**config.mk**
```make
export PLATFORM = sky130hd
export DESIGN_NAME = fetch_queue
export DESIGN_NICKNAME = d
export VERILOG_FILES = /design/src/rtl/fetch_queue.sv
export SDC_FILE = /design/constraint.sdc
export NUM_CORES = 1
export LEC_CHECK = 0
export BUFFER_PORTS_ARGS = -buffer_cell sky130_fd_sc_hd__buf_4
export CORE_ASPECT_RATIO = 1.75
export CORE_MARGIN = 5
export CORE_UTILIZATION = 53
export CTS_CLUSTER_SIZE = 10
export DETAILED_ROUTE_END_ITERATION = 16
export PLACE_DENSITY = 0.74
export SLEW_MARGIN = 40
export SYNTH_ARGS = -nofsm -noshare
export SYNTH_HDL_FRONTEND = slang
export SYNTH_SLANG_ARGS = --single-unit
export TNS_END_PERCENT = 1
```
**constraint.sdc**
```tcl
create_clock -name clk -period 3.25 [get_ports clk]
set_input_delay 0.65 -clock clk [delete_from_list [all_inputs] [get_ports clk]]
set_output_delay 0.65 -clock clk [all_outputs]
set_load 0.05 [all_outputs]
```
**src/rtl/fetch_queue.sv**
```systemverilog
// Instruction fetch stage: owns the fetch PC, issues in-order word reads, and buffers
// returned words with their PCs for decode. Redirects flush buffered and in-flight words.
module fetch_queue #(
  parameter logic [31:0] RESET_PC = 32'h0000_0000,
  parameter int          DEPTH    = 4
) (
  input  logic        clk,
  input  logic        rst,
  output logic        imem_req_valid,
  input  logic        imem_req_ready,
  output logic [31:0] imem_addr,
  input  logic        imem_rsp_valid,
  input  logic [31:0] imem_rsp_data,
  input  logic        redirect_valid,
  input  logic [31:0] redirect_pc,
  output logic        id_valid,
  input  logic        id_ready,
  output logic [31:0] id_instr,
  output logic [31:0] id_pc
);

  localparam int PW = $clog2(DEPTH);
  localparam int CW = $clog2(DEPTH + 1);

  typedef logic [PW-1:0] ptr_t;
  typedef logic [CW-1:0] cnt_t;

  localparam cnt_t          DEPTH_C = CW'(DEPTH);
  localparam logic [CW:0]   DEPTH_W = (CW + 1)'(DEPTH);

  logic [31:0] q_instr [DEPTH];
  logic [31:0] q_pc    [DEPTH];
  logic [31:0] f_pc    [DEPTH];

  ptr_t        q_head, q_tail, f_head, f_tail;
  cnt_t        count, inflight, discard;
  logic [31:0] fetch_pc;
  logic [CW:0] occupancy;
  logic        accept, push, pop;
  logic        unused_redirect_lsbs;

  assign unused_redirect_lsbs = ^redirect_pc[1:0];

  function automatic ptr_t ptr_inc(input ptr_t p);
    if (p == ptr_t'(DEPTH - 1)) return '0;
    return p + ptr_t'(1);
  endfunction

  always_comb begin
    occupancy      = {1'b0, count} + {1'b0, inflight};
    imem_req_valid = !rst && !redirect_valid && (occupancy < DEPTH_W);
    imem_addr      = fetch_pc;
    accept         = imem_req_valid && imem_req_ready;
    id_valid       = !rst && (count != '0);
    pop            = id_valid && id_ready;
    // Words owed to a flushed fetch stream are swallowed; a redirect also drops this cycle's word.
    push           = imem_rsp_valid && (discard == '0) && !redirect_valid;
    id_instr       = id_valid ? q_instr[q_head] : '0;
    id_pc          = id_valid ? q_pc[q_head]    : '0;
  end

  always_ff @(posedge clk) begin
    if (rst) begin
      fetch_pc <= RESET_PC;
      count    <= '0;
      inflight <= '0;
      discard  <= '0;
      q_head   <= '0;
      q_tail   <= '0;
      f_head   <= '0;
      f_tail   <= '0;
    end else begin
      if (accept)         f_tail <= ptr_inc(f_tail);
      if (imem_rsp_valid) f_head <= ptr_inc(f_head);

      if (accept && !imem_rsp_valid)      inflight <= inflight + cnt_t'(1);
      else if (!accept && imem_rsp_valid) inflight <= inflight - cnt_t'(1);

      if (redirect_valid) begin
        fetch_pc <= {redirect_pc[31:2], 2'b00};
        count    <= '0;
        q_head   <= '0;
        q_tail   <= '0;
        // Every request still outstanding after this edge belongs to the old stream.
        discard  <= imem_rsp_valid ? inflight - cnt_t'(1) : inflight;
      end else begin
        if (accept) fetch_pc <= fetch_pc + 32'd4;
        if (imem_rsp_valid && (discard != '0)) discard <= discard - cnt_t'(1);
        if (push) q_tail <= ptr_inc(q_tail);
        if (pop)  q_head <= ptr_inc(q_head);
        if (push && !pop)      count <= count + cnt_t'(1);
        else if (!push && pop) count <= count - cnt_t'(1);
      end
    end
  end

  always_ff @(posedge clk) begin
    if (accept) f_pc[f_tail] <= fetch_pc;
    if (push) begin
      q_instr[q_tail] <= imem_rsp_data;
      q_pc[q_tail]    <= f_pc[f_head];
    end
  end

  always_ff @(posedge clk) begin
    if (!rst) begin
      assert (!(push && (count == DEPTH_C)));
      assert ((inflight != '0) || (discard == '0));
    end
  end

endmodule

```
* Yosys cells after proc, flatten, opt, wreduce, memory -nomap -nowiden
Memories as Yosys holds them, arrays and structs flattened. A register that Yosys moved wholly into a read port is not among the register bits.
Cells that the tools add are included.
** Storage, ports and cells
- RAM bits :: 384
- Register bits :: 49
- Output and inout port bits :: 98
- Memories :: 3
** Memory list
- f_pc :: words 4, width 32, rd ports 1, clocked after Yosys merged registers in 1, write ports 1, RTL line 33 : logic [31:0] f_pc [DEPTH];
- q_instr :: words 4, width 32, rd ports 1, clocked after Yosys merged registers in 1, write ports 1, RTL line 31 : logic [31:0] q_instr [DEPTH];
- q_pc :: words 4, width 32, rd ports 1, clocked after Yosys merged registers in 1, write ports 1, RTL line 32 : logic [31:0] q_pc [DEPTH];
** Cells by class
- $add $sub $neg :: 11
- Equality and inequality tests :: 4
- Order comparisons :: 1
- Mux-type cells :: 43
- Reductions and logical operators :: 26
** Operators by type and width (count)
- two-way mux 32 bit :: 4
- adder 32 x 3 -> 32 bit, second input constant :: 1
- two-way mux 2 bit :: 14
- two-way mux 3 bit :: 7
- two-way mux 1 bit :: 18
- logical AND 1 bit :: 12
- subtractor 3 x 1 -> 3 bit, second input constant :: 3
- adder 2 x 1 -> 2 bit, second input constant :: 4
- equality test 2 bit, second input constant :: 4
- nonzero test 2 bit :: 4
- adder 3 x 1 -> 3 bit, second input constant :: 2
- logical NOT 1 bit :: 6
- nonzero test 3 bit :: 2
- adder 3 x 3 -> 4 bit :: 1
- less-than comparator 4 x 3 -> 1 bit, second input constant :: 1
- logical NOT 3 bit :: 1
- OR reduction 2 bit :: 1

* Logic depth before layout (Yosys ltp)
Gate-level depths: netlist of run 1.
- Depth in word-level cells :: 9
- Mapped depth :: 11

* Worst setup path before layout of run 1
No wires, ideal clock.
- Path kind :: input port to flip-flop
- Start :: in imem_rsp_valid
- End :: mem q_instr[0][0] (enable)
- Setup slack :: 0.057 ns
- Required time :: 2.823 ns
- Arrival time :: 2.766 ns
- Stages :: 4
- Cells stage by stage :: clkbuf_1 > nand2_1 > nor2_1 > and2_1
** On the way
- Word-level cells in the longest chain between the ends :: 4
** RTL lines
- from (decl) :: RTL line 12 : input logic imem_rsp_valid,
- logical AND 1 bit (2 in series) :: RTL line 57 : push = imem_rsp_valid && (discard == '0) && !redirect_valid;
- net push :: RTL line 39 : logic accept, push, pop;
- two-way mux 1 bit :: RTL line 99 : if (push) begin
- two-way mux 1 bit (not written as such) :: RTL line 100 : q_instr[q_tail] <= imem_rsp_data;
- to (decl) :: RTL line 31
The timed path passes the listed nets, and every way through them passes these cells.

==> results of run 1 <==
==> routing by layer <==
metal  GRT usage  part of all wire  vias up
met4      0.0607             0.027        0
met2       0.326              0.55      256
li1            -                 -     4001
met5           0                 0        -
met3      0.0266             0.045       56
met1       0.224              0.38     4364
==> sequential cells by signal, summed over array words and instances, names as in the netlist, named ones only <==
signal and cells:
q_instr 128, f_tail 2, f_head 2, f_pc 120, q_head 2, q_pc 120, count 3, imem_addr 30
q_tail 2, discard 3, inflight 3
==> path summary, 6_finish.rpt <==
check / endpoint / startpoint / cells after the start / slack (ns)
worst max-delay path: id_pc[21] / register / 4 / 0.36
worst min-delay path: imem_addr[27] / redirect_pc[27] / 2 / 0.30
worst max register to register: count[2] / discard[0] / 11 / 0.76
worst min register to register: register / q_head[1] / 2 / 0.49
==> worst max-delay path, cell delays in order, from the launching register on <==
cell	delay, ns
dfxtp_4	0.35
buf_12	0.31
mux4_2	0.54
and2_1	0.22
buf_4	0.21
==> cells in the final DEF, fill, tap and decap left out, drive strengths merged, types with 6 or more instances in the layout <==
master,instances
nand3,17
mux4,92
and2,74
dfxtp,51
a31oi,10
ha,19
nor2,31
inv,16
o21ai,19
xor2,6
edfxtp,368
nand4,10
nand2,35
o311ai,6
o211ai,8
buf,184
clkbuf,69
nor3,12
or3,8
nor4,6
a21oi,34
==> power by group <==
part / total [mW] / switching, mW / internal (mW)
combinational: 0.917 / 0.557 / 0.360
clock: 4.55 / 1.86 / 2.69
sequential: 6.14 / 0.122 / 6.02
total: 11.6 / 2.54 / 9.07
==> through the flow <==
stage | instances | hold slack, ns | utilization | power (mW) | setup WS, ns
global route | 1512 | 0.288 | 0.638 | 12.0 | 0.237
CTS | 1512 | 0.277 | 0.638 | 11.7 | 0.283
detailed placement | 1441 | 0.478 | 0.595 | 7.18 | 0.622
floorplan | 915 | 0.454 | - | 6.83 | 0.0573
global placement | 1441 | 0.458 | 0.595 | 7.15 | 0.665
finish | 1512 | 0.303 | 0.638 | 11.6 | 0.358
==> cells by family (layout without fill, tap and decap cells) <==
group	after synthesis	in the layout	share of synthesized area
xor gates and xnor gates	7	7	0.00370
muxes	98	98	0.129
buffers and inverters	64	270	0.0165
adders and majority gates	20	20	0.0156
AOI/OAI and AO/OA	97	97	0.0368
and+or+nand+nor	206	206	0.0701
DFF	419	419	0.728
other	1	4	0.000226
==> area by class of cell <==
type / instances / area (um2)
clock inverters: 2 / 25.0
multi-input cells: 432 / 4250
fillers: 2187 / 11200
inverters: 15 / 56.3
well taps: 391 / 489
clock buffers: 69 / 1280
repair buffers: 184 / 1480
flip-flops and latches: 419 / 12100
==> metrics.md, run 1 <==
| Metric | Value |
|---|---|
| Mapped Area | ~17000 um2 |
| Sink Count | 419 |
| DP HPWL | a little under 20 mm |
| CTS root buffer | clkbuf_16 |
| Layout cells sized above 1 | 0.309 |
| Worst-path clk slew | 0.06 ns |
| Die W | between 100 and 150 um |
| Vias in the first global route | between 8000 and 9000 |
| N_diodes | 0 |
| Post-CTS resize count | 0 |
| Max Cap Viol | 0 |
| Clock latency on the worst-skew pair | between 0.5 and 0.6 ns |
| Post-CTS setup buffer count | 0 |
| Rel. slew slack | 0.465 |
| Achievable frequency | approximately 350 MHz |
| Placement Cell Area | about 18000 um2 |
| Crit Path Class | register to primary output |
| 1st-iter DRT viols | about 380 |
| CP endpoint kind | primary output |
| Cell variety after synth | between 50 and 60 |
| Ys flop type | edfxtp_1 |
| Number of routed nets with antenna violations | 0 |
| Ys async rst share | 0 |
| Yosys warns | 0 |
| IO Port Bufs | between 150 and 200 |
| Initial antenna violation count | 0 |
| Die height | about 240 um |
| Total grt overflow | 0 |
| Total Routing Usage GR | 0.182 |
| Final setup vio count | 0 |
| Status | finished clean |
| HP Class | input pin to register |
| Worst path required time | approximately 2.6 ns |
| Avg WL per Cell | approximately 21 um |
| VDD IR max | approximately 0.36 mV |
| Top cells by area, synth | edfxtp_1, mux4_2, dfxtp_1, and2_1, ha_1 |
| GPL Wtd Cong | a little under 0.9 |
| Post-DR vias/cell | around 5.7 |
| Share of the synthesized area in the top cell type | 0.667 |
| TritonCTS buffer count | 47 |
| Detailed-route via count | 8677 |
| Synth Area per Inst | about 18 um2 |
| Row count | 85 |
| Worst Path Arrival | ~2.2 ns |
| Nets | about 1200 |
| Clock skew | 0.0186 ns |
| Post-Route WL | between 30 and 40 mm |
| Post-synthesis sequential area ratio | 0.728 |
| Period utilisation layout | 0.890 |
| Critical path startpoint category | register |
| Worst-Margin Slew | approximately 0.8 ns |
| Largest net degree at the start of global routing | 64 |
| Area delta synth->final | 18.6% |
| Synth Instances | about 900 |
| FF+latch count, synth | 419 |
| Critical path fanouts, max | 46 |
| Post-route cell area | between 15000 and 20000 um2 |
| PwrDens | just under 600 nW/um2 |
| Yosys top cell by area | edfxtp_1 |
| Crit path time final | around 2.9 ns |
| Setup TNS | 0 ns |
| H-tree levels | 2 |
| Die area | around 35000 um2 |
| Area of the core | 30800 um2 |
| Initial Utilization | 0.537 |
| Max Root-Sink Buffers | 3 |
| Hold buffers post-CTS | 0 |
| Dominant cell by count in the synthesized netlist | edfxtp_1 |
| Post-synth EDFFs | ~370 |
| Leak | around 6.7 nW |
| Hold Vio Cnt, Final | 0 |
| First-pass GRT wire length | 49.3 mm |
| Detailed Routing Iterations Pass 1 | 6 |
| RSZ-0062 raised after global routing | false |
| Slew Viols, Final | 0 |
| Top cell types by occurrence after synthesis | edfxtp_1, mux4_2, and2_1, dfxtp_1 |
| DR DRC count | 0 |
| CTS tree | done |
| Ports | around 170 |
(Power assumes the default switching activity.)
==> inputs of run 2 (changes only) <==
Settings changed: ABC_AREA from default to 1, PLACE_DENSITY 0.74 to 0.73.
==> metrics.md, run 2 <==
| Metric | Value |
|---|---|
| Slowest CP cell | dfxtp_1 |
| Fill cells | 2469 (+13%) |
| CP peak stage delay | 0.43 ns (-0.11 ns) |
| PwrDens | 577 nW/um2 (-2.3%) |
| Slew Viols, Final | 0 (unchanged) |
| Total grt overflow | 0 (unchanged) |
| Row count | 87 (+2.4%) |
| Final setup vio count | 0 (unchanged) |
| Total Routing Usage GR | 0.216 (+0.0340) |
| Max Cap Viol | 0 (unchanged) |
| Hold slack | 0.318 ns (+0.0149 ns) |
| Met3 Use GR | 0.0311 (+0.00454) |
| Layout Utilization | 0.632 (-0.00581) |
| Top cells by area, synth | edfxtp_1, nor2_1, o21ai_0, dfxtp_1, nand2_1 |
| Post-route cell area | 20400 um2 (+3.5%) |
| HP Class | input pin to register |
| Area of the core | 32200 um2 (+4.5%) |
| Critical path fanouts, max | 40 (-13%) |
| Period utilisation layout | 0.935 (+0.0454) |
| Die W | 147 um (+2.1%) |
| Area delta synth->final | 17.5% |
| Initial antenna violation count | 0 (unchanged) |
| Worst Path Arrival | 2.39 ns (+0.15 ns) |
| Layout cells sized above 1 | 0.160 (-0.149) |
| DR DRC count | 0 (unchanged) |
| Rel. slew slack | 0.422 (-0.0424) |
| Post-DR vias/cell | 5.65 (-1.6%) |
| Leak | 7.47 nW (+12%) |
| Placement Setup Slack | 0.542 ns (-0.0798 ns) |
| Yosys warns | 0 (unchanged) |
| Hold Path End | q_instr[3][5] |
| Achievable frequency | 329 MHz (-4.8%) |
| Worst r2r dst | count[1] |
| CTS root buffer | clkbuf_16 |
| Worst-path clk slew | 0.06 ns (about the same) |
| Ports | 168 (unchanged) |
| Placement Cell Area | 19100 um2 (+3.8%) |
| Crit Path Class | register to primary output |
| Clock latency on the worst-skew pair | 0.54 ns (about the same) |
| Top reg by flops | q_instr |
| FF+latch count, synth | 419 (unchanged) |
| Top cell types by occurrence after synthesis | edfxtp_1, nor2_1, o21ai_0, nand2_1, a21oi_1 |
| IO Port Bufs | 161 (unchanged) |
| N_diodes | 0 (unchanged) |
| Worst path required time | 2.60 ns (about the same) |
| Detailed-route via count | 12086 (+39%) |
| Worst Hold Depth | 1 (-1) |
| Cell repeated most along the worst path | buf_4 |
| HP Start | imem_rsp_data[5] |
| Post-CTS setup buffer count | 0 (unchanged) |
| RSZ-0062 raised after global routing | false |
| Die height | 249 um (+2.1%) |
| GPL Wtd Cong | 0.965 (+10%) |
| Nets | 1813 (+52%) |
| Post-synthesis sequential area ratio | 0.697 (-0.0313) |
| VDD IR max | 0.352 mV (-2.1%) |
| Fin cells | 2141 (+42%) |
| Mapped Area | 17300 um2 (+4.5%) |
| Cell variety after synth | 39 (-26%) |
| Worst-Margin Slew | 0.866 ns (+0.0665 ns) |
| Vias in the first global route | 12407 (+38%) |
| Critical Path, Cell by Cell | nor2_1 -> a21oi_2 -> inv_2 -> buf_4 -> a21oi_1 -> buf_4 |
| H-tree levels | 2 (unchanged) |
| Post-Route WL | 40.2 mm (+28%) |
| Biggest regs | q_instr x128, f_pc x120, q_pc x120 |
| DP HPWL | 24.8 mm (+26%) |
| Post-CTS resize count | 0 (unchanged) |
| Clock skew | 0.0146 ns (-0.00394 ns) |
| Synth Area per Inst | 11.1 um2 (-39%) |
| Ys flop type | edfxtp_1 |
| 1st-iter DRT viols | 689 (+79%) |
| Max reg flops | 128 (unchanged) |
| Post-synth EDFFs | 368 (unchanged) |
| Ys async rst share | 0 (unchanged) |
| Commonest non-fill, non-tap cells in the layout | edfxtp_1, nor2_1, o21ai_0 |
| Multi-input logic area | 4580 um2 (+7.8%) |
| Detailed Routing Iterations Pass 1 | 5 (-1) |
| Grt peak-use layer | met2 |
| Yosys top cell by area | edfxtp_1 |
| Register area | 12100 um2 (about the same) |
| Hold Vio Cnt, Final | 0 (unchanged) |
| Max Root-Sink Buffers | 3 (unchanged) |
| Reg2reg start | count[0] |
| Avg WL per Cell | 18.8 um (-9.9%) |
| Met2 usage | 0.394 (+0.0673) |
| CTS tree | done |
| First-pass GRT wire length | 63.1 mm (+28%) |
| Critical path startpoint category | register |
| CP top delay family | buffers and inverters |
| Placed Cells | 2074 (+44%) |
| Final WS setup | 0.210 ns (-0.147 ns) |
| Dominant cell by count in the synthesized netlist | edfxtp_1 |
| WP buf/inv | 3 (+1) |
| Status | finished clean |
| R2R Setup Slk | 1.21 ns (+0.45 ns) |
| Grt met1 use | 0.247 (+0.0228) |
| Sink Count | 419 (unchanged) |
| CP endpoint kind | primary output |
| Commonest non-fill, non-tap cell in the layout | edfxtp_1 |
| Largest net degree at the start of global routing | 63 (-1.6%) |
| Share of the synthesized area in the top cell type | 0.638 (-0.0286) |
| Crit path time final | 3.04 ns (+0.147 ns) |
| Synth Instances | 1557 (+71%) |
| Initial Utilization | 0.537 (about the same) |
| Die area | 36500 um2 (+4.2%) |
| Number of routed nets with antenna violations | 0 (unchanged) |
| TritonCTS buffer count | 47 (unchanged) |
| R2R cell count | 8 (-3) |
| Hold buffers post-CTS | 0 (unchanged) |
run 2: changes by cell type after synthesis, sizes merged, moves of 10 or more:
cell and delta:
a21oi +60, and2 -73, clkbuf +29, inv +73, mux4 -92, nand2 +113, nand3 +31, nor2 +344
nor3 -10, o21ai +192, o22ai +30
run 2: logic make-up (layout without fill, tap and decap cells):
| group | after synthesis | after routing | share of synthesized area |
|---|---|---|---|
| xor gates and xnor gates | 13 | 13 | 0.00658 |
| adders and majority gates | 20 | 20 | 0.0149 |
| DFF | 419 | 419 | 0.697 |
| other | 1 | 4 | 0.000217 |
| and+or+nand+nor | 581 | 581 | 0.134 |
| AOI/OAI and AO/OA | 350 | 350 | 0.106 |
| buffers and inverters | 173 | 354 | 0.0411 |
run 2: cell type report:
cell class	count	share of cell area
tap	400	0.0246
clock buffer	67	0.0636
timing repair buffer	199	0.0771
multi-input combinational	968	0.225
inverter	88	0.0162
sequential	419	0.593
run 2: worst reg2reg max path, cell delays in order, from the launching register on:
cell     delay, ns
dfxtp_1       0.43
nor2_1        0.09
a21oi_2       0.27
nand2_1       0.18
ha_1          0.21
inv_1         0.10
fa_1          0.43
o21ai_0       0.16
a21oi_1       0.06
run 2: how the worst max path moves through the flow:
stage          cells after the start            from     endpoint  slack [ns]
6_report                           6        count[0]    id_pc[21]        0.21
5_1_grt                            5        register    id_pc[21]        0.04
4_1_cts                            5        register    id_pc[21]        0.16
3_5_place_dp                       6             rst    id_pc[21]        0.54
3_3_place_gp                       6             rst    id_pc[21]        0.54
2_1_floorplan                      7  redirect_valid  f_pc[0][10]       -0.25
run 2: routing by layer:
layer | part of all wire | vias to the layer above
met3 | 0.056 | 108
li1 | - | 5718
met2 | 0.53 | 437
met5 | 0 | -
met1 | 0.37 | 5823
met4 | 0.039 | 0
run 2: where the power goes:
part / internal [mW] / switching [mW] / total [mW]
Sequential: 6.03 / 0.107 / 6.14
Combinational: 0.307 / 0.705 / 1.01
Clock: 2.71 / 1.88 / 4.59
run 2: through the flow:
step	setup TNS, ns	total power, mW
2_1_floorplan	-69.39	6.88
3_3_place_gp	0	7.22
3_5_place_dp	0	7.26
4_1_cts	0	11.8
5_1_grt	0	12.2
6_report	0	11.7
